### src/rtl/multicycle_main_fsm.sv
// Multicycle main controller: walks each instruction through fetch, decode, execute and
// writeback, emitting raw (unconditioned) write strobes plus datapath mux/enable/ALU controls.
module multicycle_main_fsm #(
    parameter int          STATE_W = 4,
    parameter logic [3:0]  PC_REG  = 4'd15
) (
    input  logic       clk,
    input  logic       reset,
    input  logic [1:0] Op,
    input  logic [5:0] Funct,
    input  logic [3:0] Rd,
    output logic       IRWrite,
    output logic       NextPC,
    output logic       AdrSrc,
    output logic [1:0] ALUSrcA,
    output logic [1:0] ALUSrcB,
    output logic [1:0] ResultSrc,
    output logic [1:0] ALUControl,
    output logic [1:0] FlagW,
    output logic       RegW,
    output logic       MemW,
    output logic       PCS,
    output logic       NoWrite,
    output logic       Illegal
);

    typedef enum logic [STATE_W-1:0] {
        S_FETCH    = STATE_W'(0),
        S_DECODE   = STATE_W'(1),
        S_MEMADR   = STATE_W'(2),
        S_MEMREAD  = STATE_W'(3),
        S_MEMWB    = STATE_W'(4),
        S_MEMWRITE = STATE_W'(5),
        S_EXECR    = STATE_W'(6),
        S_EXECI    = STATE_W'(7),
        S_ALUWB    = STATE_W'(8),
        S_BRANCH   = STATE_W'(9)
    } state_t;

    state_t     state_q;
    state_t     state_d;

    logic [1:0] alu_ctl_s;
    logic [1:0] alu_fw_s;
    logic       alu_nw_s;

    logic       irwrite_s;
    logic       nextpc_s;
    logic       adrsrc_s;
    logic [1:0] alusrca_s;
    logic [1:0] alusrcb_s;
    logic [1:0] resultsrc_s;
    logic [1:0] aluctl_s;
    logic [1:0] flagw_s;
    logic       regw_s;
    logic       memw_s;
    logic       branch_s;
    logic       nowrite_s;
    logic       illegal_s;

    // State register; reset drops straight to FETCH, aborting any instruction in flight.
    always_ff @(posedge clk or posedge reset) begin
        if (reset) begin
            state_q <= S_FETCH;
        end else begin
            state_q <= state_d;
        end
    end

    // Next-state sequencing.
    always_comb begin
        state_d = S_FETCH;
        case (state_q)
            S_FETCH:   state_d = S_DECODE;
            S_DECODE: begin
                case (Op)
                    2'b00:   state_d = Funct[5] ? S_EXECI : S_EXECR;
                    2'b01:   state_d = S_MEMADR;
                    2'b10:   state_d = S_BRANCH;
                    default: state_d = S_FETCH;
                endcase
            end
            S_MEMADR:  state_d = Funct[0] ? S_MEMREAD : S_MEMWRITE;
            S_MEMREAD: state_d = S_MEMWB;
            S_EXECR:   state_d = S_ALUWB;
            S_EXECI:   state_d = S_ALUWB;
            default:   state_d = S_FETCH;
        endcase
    end

    // Data-processing command decode; unsupported commands fall back to a flagless, non-writing ADD.
    always_comb begin
        alu_ctl_s = 2'b00;
        alu_fw_s  = 2'b00;
        alu_nw_s  = 1'b0;
        case (Funct[4:1])
            4'b0100: alu_fw_s = {Funct[0], Funct[0]};
            4'b0010: begin
                alu_ctl_s = 2'b01;
                alu_fw_s  = {Funct[0], Funct[0]};
            end
            4'b0000: begin
                alu_ctl_s = 2'b10;
                alu_fw_s  = {Funct[0], 1'b0};
            end
            4'b1100: begin
                alu_ctl_s = 2'b11;
                alu_fw_s  = {Funct[0], 1'b0};
            end
            4'b1010: begin
                alu_ctl_s = 2'b01;
                alu_fw_s  = {Funct[0], Funct[0]};
                alu_nw_s  = 1'b1;
            end
            default: begin
                alu_ctl_s = 2'b00;
                alu_fw_s  = 2'b00;
                alu_nw_s  = 1'b1;
            end
        endcase
    end

    // Per-state control decode; flags are written only in the execute cycle, never in writeback.
    always_comb begin
        irwrite_s   = 1'b0;
        nextpc_s    = 1'b0;
        adrsrc_s    = 1'b0;
        alusrca_s   = 2'b00;
        alusrcb_s   = 2'b00;
        resultsrc_s = 2'b00;
        aluctl_s    = 2'b00;
        flagw_s     = 2'b00;
        regw_s      = 1'b0;
        memw_s      = 1'b0;
        branch_s    = 1'b0;
        nowrite_s   = 1'b0;
        illegal_s   = 1'b0;
        case (state_q)
            S_FETCH: begin
                irwrite_s   = 1'b1;
                nextpc_s    = 1'b1;
                alusrca_s   = 2'b01;
                alusrcb_s   = 2'b10;
                resultsrc_s = 2'b10;
            end
            S_DECODE: begin
                alusrca_s   = 2'b01;
                alusrcb_s   = 2'b10;
                resultsrc_s = 2'b10;
                illegal_s   = (Op == 2'b11);
            end
            S_MEMADR:  alusrcb_s = 2'b01;
            S_MEMREAD: adrsrc_s  = 1'b1;
            S_MEMWB: begin
                resultsrc_s = 2'b01;
                regw_s      = 1'b1;
            end
            S_MEMWRITE: begin
                adrsrc_s = 1'b1;
                memw_s   = 1'b1;
            end
            S_EXECR: begin
                aluctl_s  = alu_ctl_s;
                flagw_s   = alu_fw_s;
                nowrite_s = alu_nw_s;
            end
            S_EXECI: begin
                alusrcb_s = 2'b01;
                aluctl_s  = alu_ctl_s;
                flagw_s   = alu_fw_s;
                nowrite_s = alu_nw_s;
            end
            S_ALUWB: begin
                aluctl_s  = alu_ctl_s;
                nowrite_s = alu_nw_s;
                regw_s    = 1'b1;
            end
            S_BRANCH: begin
                alusrcb_s   = 2'b01;
                resultsrc_s = 2'b10;
                branch_s    = 1'b1;
            end
            default: begin
                irwrite_s = 1'b0;
            end
        endcase
    end

    assign IRWrite    = irwrite_s;
    assign NextPC     = nextpc_s;
    assign AdrSrc     = adrsrc_s;
    assign ALUSrcA    = alusrca_s;
    assign ALUSrcB    = alusrcb_s;
    assign ResultSrc  = resultsrc_s;
    assign ALUControl = aluctl_s;
    assign FlagW      = flagw_s;
    assign RegW       = regw_s;
    assign MemW       = memw_s;
    assign PCS        = ((Rd == PC_REG) && regw_s) || branch_s;
    assign NoWrite    = nowrite_s;
    assign Illegal    = illegal_s;

endmodule
### config.mk
export PLATFORM = sky130hd
export DESIGN_NAME = multicycle_main_fsm
export DESIGN_NICKNAME = d
export VERILOG_FILES = /design/src/rtl/multicycle_main_fsm.sv
export SDC_FILE = /design/constraint.sdc
export NUM_CORES = 1
export LEC_CHECK = 0
export BUFFER_PORTS_ARGS = -buffer_cell sky130_fd_sc_hd__buf_2
export CAP_MARGIN = 20
export CORE_AREA = 2 2 39 41
export DETAILED_ROUTE_END_ITERATION = 12
export DIE_AREA = 0 0 41 43
export PLACE_DENSITY = 0.67
export SLEW_MARGIN = 30
export SYNTH_ARGS = -nofsm -noshare
export SYNTH_HDL_FRONTEND = slang
export SYNTH_SLANG_ARGS = --single-unit
### constraint.sdc
create_clock -name clk -period 2.15 [get_ports clk]
set_input_delay 0.43 -clock clk [delete_from_list [all_inputs] [get_ports clk]]
set_output_delay 0.43 -clock clk [all_outputs]
set_load 0.1 [all_outputs]
==> qor.txt, run 1 <==
DRC errors left -> 0
FF-to-FF End -> state_q[3]$_DFF_PP0_
Register name with the most flops -> state_q
Starting density of the core -> 34.0%
Die Area -> 1760 um^2
CTS H-Tree Depth -> 1
Syn Nets -> 80
Antenna diode count -> 0
Distinct cells, synth -> 28
Gr ovfl total -> 0
DR iter-0 viols -> 21
DRT Wirelength -> 1390 um
Port Buf Inserts -> 30
Per-cell routed wire length -> 12.3 um
Fmax -> 483 MHz
Met1 Track Usage GR -> 23.4%
Post-synth EDFFs -> 0
Sequential cell area -> 101 um^2
Worst Path Max Fanout -> 4
Global Route met3 Usage -> 1.57%
Critical Path RT -> 1.72 ns
Share of layout cells above drive strength 1 -> 58.8%
Initial antenna violation count -> 0
Arr. time, crit path -> 1.64 ns
Worst hold path type -> in2async
Die Height -> 43 um
Area of the core -> 1380 um^2
RSZ-0062 raised after global routing -> no
R2r startpoint -> state_q[1]$_DFF_PP0_
Most used DFF post-synth -> dfrtp_1
Routability cong. -> 0.807
Layout Nets -> 112
Avg Cell Area, Syn -> 7.13 um^2
CTS tree -> yes
Ports -> 32
Regs by FF count -> state_q: 4 flops
Vias in the first global route -> 548
First-pass detailed-route iteration total -> 4
DR vias/cell -> 5.18
Global routing met2 resource utilization -> 30.3%
Clock Path Buffers -> 2
CTS Hold Bufs -> 0
Status -> completed
Critical path launch point type -> flip-flop
Top cells by area, synth -> dfrtp_1 (21%), a21oi_1 (6.4%), nand2b_4 (5.9%)
Skew final -> 0.00766 ns
Area share of the largest cell type after synthesis -> 21.3%
Critical setup path kind -> reg2out
Final Cycle Share -> 96.3%
Clock transition at path regs -> 0.04 ns
Fin. max-slew vios -> 0
CP endpoint kind -> output pin
Hold Fails Final Rpt -> 0
DRT antenna net count -> 0
Max reg flops -> 4
GRT Overall Usage -> 18.2%
First-pass GRT wire length -> 2260 um
Share of flip-flops with an asynchronous set or reset -> 100%
Reg2Reg Setup Slack -> 0.68 ns
Multi-input logic area -> 442 um^2
Setup TNS -> 0 ns
# setup viols final -> 0
Sequential share of the synthesized area -> 21.3%
Synth warnings -> 0
Die Wd -> 41 um
#FFs+latches synth -> 4
Mapped Area -> 470 um^2
Cells on worst reg2reg path -> 4
Synth area leader -> dfrtp_1
Gr busiest metal -> met2
Max-cap violations -> 0
Dpl hpwl -> 1180 um
Area growth from synthesis to layout -> 105%
Min cycle time layout -> 2.07 ns
Worst skew pair latency -> 0.24 ns
CTS root buf -> clkbuf_4
Fillers -> 103
FP Rows -> 14
Num CTS Buffers -> 3
Via count -> 585
CTS Sinks -> 4
Synthesized instance count -> 66
Largest net degree at the start of global routing -> 15
[synth_stat cells (all sizes together), types with 2 or more instances]
master	number
or3	3
nand2	5
clkbuf	2
a21oi	6
a211oi	3
inv	4
buf	5
nor3	5
o21ai	3
nand2b	5
xor2	2
nand3b	2
nor2	6
dfrtp	4
[stage by stage]
step | hold WS, ns | cell area (um^2) | util (%) | setup WS (ns) | instances
floorplan | 0.196 | 626 | - | -0.352 | 66
detailed placement | 0.311 | 926 | 66.9 | 0.259 | 108
global placement | 0.310 | 926 | 66.9 | 0.279 | 108
global route | 0.0646 | 965 | 69.7 | 0.0313 | 113
CTS | 0.0537 | 957 | 69.2 | 0.0242 | 112
finish | 0.0594 | 965 | 69.7 | 0.0802 | 113
[worst max-delay path: stages (launching register included)]
cell and delay [ns]:
dfrtp_1 0.37, nand2b_4 0.17, o31a_1 0.35, nor4_4 0.30, buf_12 0.21
[cell type report]
class	count	share of cell area [%]
Tap cell	16	2.08
Inverter	4	1.56
Sequential cell	4	10.5
Timing Repair Buffer	34	37.4
Multi-Input combinational cell	51	45.8
Clock buffer	4	2.72
[cell families after synthesis]
kind of cell    Yosys count  share of synthesized area [%]
compound gates           17                           22.3
other cells               1                          0.797
xor+xnor                  3                           5.59
buf+inv                  11                           12.5
simple gates             30                           37.5
flops                     4                           21.3
[layer usage]
metal	part of all wire [%]	vias to the layer above	wire length, um
li1	-	294	-
met1	40	263	553
met2	52	26	718
met3	7.1	2	99
met4	1.2	0	17
met5	0	-	0
[what timing repair did]
action / 4_1_cts / 5_1_grt
setup endpoints to repair: 1 / 1
hold endpoints to repair: 0 / 0
buffers inserted: 0 / 1
pin swaps: 0 / 0
gates resized for setup: 1 / 0
[worst max-delay path by stage]
stage,startpoint,end,slack [ns]
floorplan,state_q[1]$_DFF_PP0_,RegW,-0.35
global route,state_q[3]$_DFF_PP0_,FlagW[0],0.03
detailed placement,state_q[3]$_DFF_PP0_,FlagW[0],0.26
finish,state_q[2]$_DFF_PP0_,ALUControl[1],0.08
global placement,state_q[3]$_DFF_PP0_,FlagW[0],0.28
CTS,state_q[3]$_DFF_PP0_,ALUControl[1],0.02
[placed cells by master, fill, tap and decap left out, types with 2 or more instances in the layout]
master and n:
dfrtp_1 3, xor2_1 2, a21oi_1 4, o21ai_0 3
nand2_1 5, a211oi_2 2, nand3b_1 2, inv_1 4
buf_4 4, nand2b_4 2, nor2_2 2, nor3_4 3
nand2b_1 3, buf_2 18, a21oi_4 2, nor3_2 2
clkbuf_4 3, buf_12 12, nor2_1 3, or3_1 2
Power of run 1 is not shown: default switching activity piles up to over one toggle a cycle in this logic, so the estimate is an artifact.
==> inputs of run 2 (changes only) <==
clock period = 2.47 ns   (was 2.15 ns; I/O delays follow)
==> qor.txt, run 2 (synthesis gave the netlist of run 1 again) <==
Status -> completed
DR vias/cell -> 5.08
Fillers -> 158
Post-route insts no fill -> 110
CP endpoint kind -> output pin
Regs by FF count -> state_q: 4 flops
Number of gates resized after CTS -> 0
DRT antenna net count -> 0
Vias in the first global route -> 486
Gr ovfl total -> 0
Hold Fails Final Rpt -> 0
Dpl hpwl -> 967 um
FP Rows -> 14
Share of layout cells above drive strength 1 -> 54.3%
Antenna diode count -> 0
Clock transition at path regs -> 0.04 ns
Min cycle time layout -> 2.30 ns
Critical path launch point type -> flip-flop
Worst hold path type -> in2async
CTS H-Tree Depth -> 1
RSZ-0062 raised after global routing -> no
Worst-path cell chain -> nand2b_4 -> o31a_1 -> a21oi_1 -> buf_2
Arr. time, crit path -> 1.80 ns
Register name with the most flops -> state_q
Setup Buffers After CTS -> 0
GRT Overall Usage -> 15.8%
Worst skew pair latency -> 0.24 ns
DRC errors left -> 0
Setup TNS -> 0 ns
Fmax -> 435 MHz
Initial antenna violation count -> 0
Per-cell routed wire length -> 10.5 um
Ports -> 32
Routability cong. -> 0.831
Die Height -> 43 um
Final Cycle Share -> 93.1%
Worst Path Max Fanout -> 10
Max_slew headroom -> 65.3%
Max-cap violations -> 0
Layout Nets -> 110
DR iter-0 viols -> 7
First-pass GRT wire length -> 2030 um
WHS -> 0.130 ns
Fin. max-slew vios -> 0
Clock Path Buffers -> 2
Skew final -> 0.00641 ns
DRT Wirelength -> 1160 um
CTS Hold Bufs -> 0
Slowest cell delay on critical path -> 0.48 ns
Placed cell areas -> 749 um^2
CTS Sinks -> 4
Largest net degree at the start of global routing -> 14
CTS tree -> yes
Max reg flops -> 4
Port Buf Inserts -> 30
Via count -> 559
Critical setup path kind -> reg2out
Commonest non-fill, non-tap cell in the layout -> buf_2
Num CTS Buffers -> 3
Actual slew at the worst max-slew pin -> 0.521 ns
Design Area, Final -> 772 um^2
Area growth from synthesis to layout -> 64.1%
Worst path slowest cell -> dfrtp_1
Die Wd -> 41 um
Die Area -> 1760 um^2
Starting density of the core -> 34.0%
Most frequent cells in the layout -> buf_2 (26), a21oi_1 (5), nand2_1 (5)
First-pass detailed-route iteration total -> 3
Critical Path RT -> 1.98 ns
Area of the core -> 1380 um^2
# setup viols final -> 0
CTS root buf -> clkbuf_4
Cells after DPL -> 107
[run 2: cell types whose count changed in the layout (fill, tap and decap cells not counted), moves of 2 or more]
cell,delta
buf_12,-8
a21oi_4,-2
buf_2,+8
buf_4,-2
[run 2: layer usage]
layer  global-route usage [%]  routed length [um]  up-vias
met4                     2.00                   0        0
met5                        0                   0        -
li1                         -                   -      289
met1                     23.5                 557      246
met2                     22.8                 494       24
met3                     4.71                 103        0
[run 2: final timing paths]
| kind | start | endpoint | slack (ns) | cells after the start |
|---|---|---|---|---|
| max | state_q[2]$_DFF_PP0_ | NoWrite | 0.17 | 4 |
| min | reset | state_q[0]$_DFF_PP0_ | 0.13 | 2 |
| min reg2reg | state_q[3]$_DFF_PP0_ | state_q[3]$_DFF_PP0_ | 0.62 | 1 |
| min in group clk | Funct[0] | state_q[1]$_DFF_PP0_ | 0.56 | 3 |
| max reg2reg | state_q[0]$_DFF_PP0_ | state_q[2]$_DFF_PP0_ | 0.97 | 3 |
| max in group asynchronous | reset | state_q[2]$_DFF_PP0_ | 2.18 | 2 |
[run 2: final cells by class]
cell class	instances	area (um^2)	share of cell area [%]
Tap cell	16	20.0	2.59
Clock buffer	3	22.5	2.92
Multi-Input combinational cell	51	389	50.4
Sequential cell	4	100	13.0
Inverter	4	15.0	1.94
Timing Repair Buffer	32	225	29.2
[run 2: per-stage QoR]
| stage | setup slack (ns) | util (%) |
|---|---|---|
| 2_1_floorplan | -0.675 | - |
| 3_3_place_gp | 0.426 | 54.2 |
| 3_5_place_dp | 0.408 | 54.2 |
| 4_1_cts | 0.155 | 55.8 |
| 5_1_grt | 0.0833 | 55.8 |
| 6_report | 0.171 | 55.8 |
[run 2: critical path, delay by kind of cell (launching register included)]
family / cells / cell delay (ns)
AND/OR/NAND/NOR: 1 / 0.21
AO/OA/AOI/OAI: 2 / 0.44
buffers and inverters: 1 / 0.44
flip-flops: 1 / 0.48
Power of run 2 is left out for the same reason.
==> inputs of run 3 (changes only) <==
PLACE_DENSITY = 0.73   (was 0.67)
==> qor.txt, run 3 (synthesis gave the netlist of run 1 again) <==
Area of the core -> 1380 um^2
Worst hold path type -> in2async
Pre-CTS WS -> 0.357 ns
DRC errors left -> 0
Critical Path RT -> 1.98 ns
Largest net degree at the start of global routing -> 13
Initial antenna violation count -> 0
Met1 Track Usage GR -> 23.2%
Worst-path cell chain -> nand2b_4 -> o31a_1 -> a21oi_1 -> buf_2
Fmax -> 419 MHz
Commonest non-fill, non-tap cell in the layout -> buf_2
Clock transition at path regs -> 0.04 ns
Num CTS Buffers -> 3
Clock Path Buffers -> 2
Starting density of the core -> 34.0%
Min cycle time layout -> 2.38 ns
Hold Fails Final Rpt -> 0
FP Rows -> 14
Slowest cell delay on critical path -> 0.49 ns
Final Cycle Share -> 96.5%
CTS Sinks -> 4
Arr. time, crit path -> 1.89 ns
Max-cap violations -> 0
Regs by FF count -> state_q: 4 flops
GRT Overall Usage -> 16.6%
CTS tree -> yes
CP endpoint kind -> output pin
Dpl hpwl -> 1040 um
CTS H-Tree Depth -> 1
Setup Buffers After CTS -> 0
Via count -> 563
Worst Slack Setup Final -> 0.0859 ns
Worst skew pair latency -> 0.23 ns
Fin. max-slew vios -> 0
Gr busiest metal -> met2
Critical setup path kind -> reg2out
DRT antenna net count -> 0
Max_slew headroom -> 64.7%
Worst Path Max Fanout -> 10
Max reg flops -> 4
# setup viols final -> 0
Skew final -> 0.00240 ns
Number of gates resized after CTS -> 0
Critical path launch point type -> flip-flop
Buffers & Inverters on Critical Path -> 1
CTS Hold Bufs -> 0
Layout Nets -> 109
DR iter-0 viols -> 5
Per-cell routed wire length -> 11.5 um
Actual slew at the worst max-slew pin -> 0.530 ns
Register name with the most flops -> state_q
Vias in the first global route -> 509
Most frequent cells in the layout -> buf_2 (26), a21oi_1 (5), nand2_1 (5)
Die Height -> 43 um
First-pass detailed-route iteration total -> 3
First-pass GRT wire length -> 2080 um
CTS root buf -> clkbuf_4
Status -> completed
Worst path slowest cell -> dfrtp_1
Antenna diode count -> 0
RSZ-0062 raised after global routing -> no
Port Buf Inserts -> 30
Largest delay contributor family on the critical path -> flip-flops
DRT Wirelength -> 1250 um
Global routing met2 resource utilization -> 24.1%
Die Wd -> 41 um
Share of layout cells above drive strength 1 -> 53.8%
Area growth from synthesis to layout -> 62.5%
Ports -> 32
Gr ovfl total -> 0
Routability cong. -> 0.791
Die Area -> 1760 um^2
DR vias/cell -> 5.17
Fillers -> 139
Global Route met3 Usage -> 2.62%
==> run 3: cell count changes in the layout (fill, tap and decap cells not counted), sizes merged <==
cell,previous run,this run
buf,32,31
==> run 3: area by class of cell <==
class	instances	area, um^2	share of cell area [%]
clock buffer	3	22.5	2.95
inverter	4	15.0	1.96
multi-input combinational	51	389	50.9
sequential	4	100	13.1
tap	16	20.0	2.62
timing repair buffer	31	218	28.5
==> run 3: final timing paths <==
kind	slack [ns]	cells after the start	startpoint	to
setup reg to reg	0.98	3	state_q[0]$_DFF_PP0_	state_q[3]$_DFF_PP0_
hold / removal	0.13	2	reset	state_q[2]$_DFF_PP0_
min in group clk	0.56	3	Funct[0]	state_q[1]$_DFF_PP0_
hold reg to reg	0.63	1	state_q[3]$_DFF_PP0_	state_q[3]$_DFF_PP0_
setup / recovery	0.09	4	state_q[2]$_DFF_PP0_	NoWrite
max in group asynchronous	2.18	2	reset	state_q[1]$_DFF_PP0_
==> run 3: metrics by stage <==
step,hold slack [ns],cell area (um^2),setup TNS (ns),cells,util (%)
floorplan,0.260,577,-1.72,66,-
global placement,0.376,742,0,106,53.6
detailed placement,0.381,742,0,106,53.6
CTS,0.132,764,0,109,55.2
global route,0.152,764,0,109,55.2
finish,0.135,764,0,109,55.2
==> run 3: layer usage <==
layer | part of all wire (%) | wire length [um]
met1 | 46 | 577
met3 | 6.8 | 85
met2 | 46 | 573
met5 | 0 | 0
met4 | 1.1 | 14
Power of run 3 is left out for the same reason.
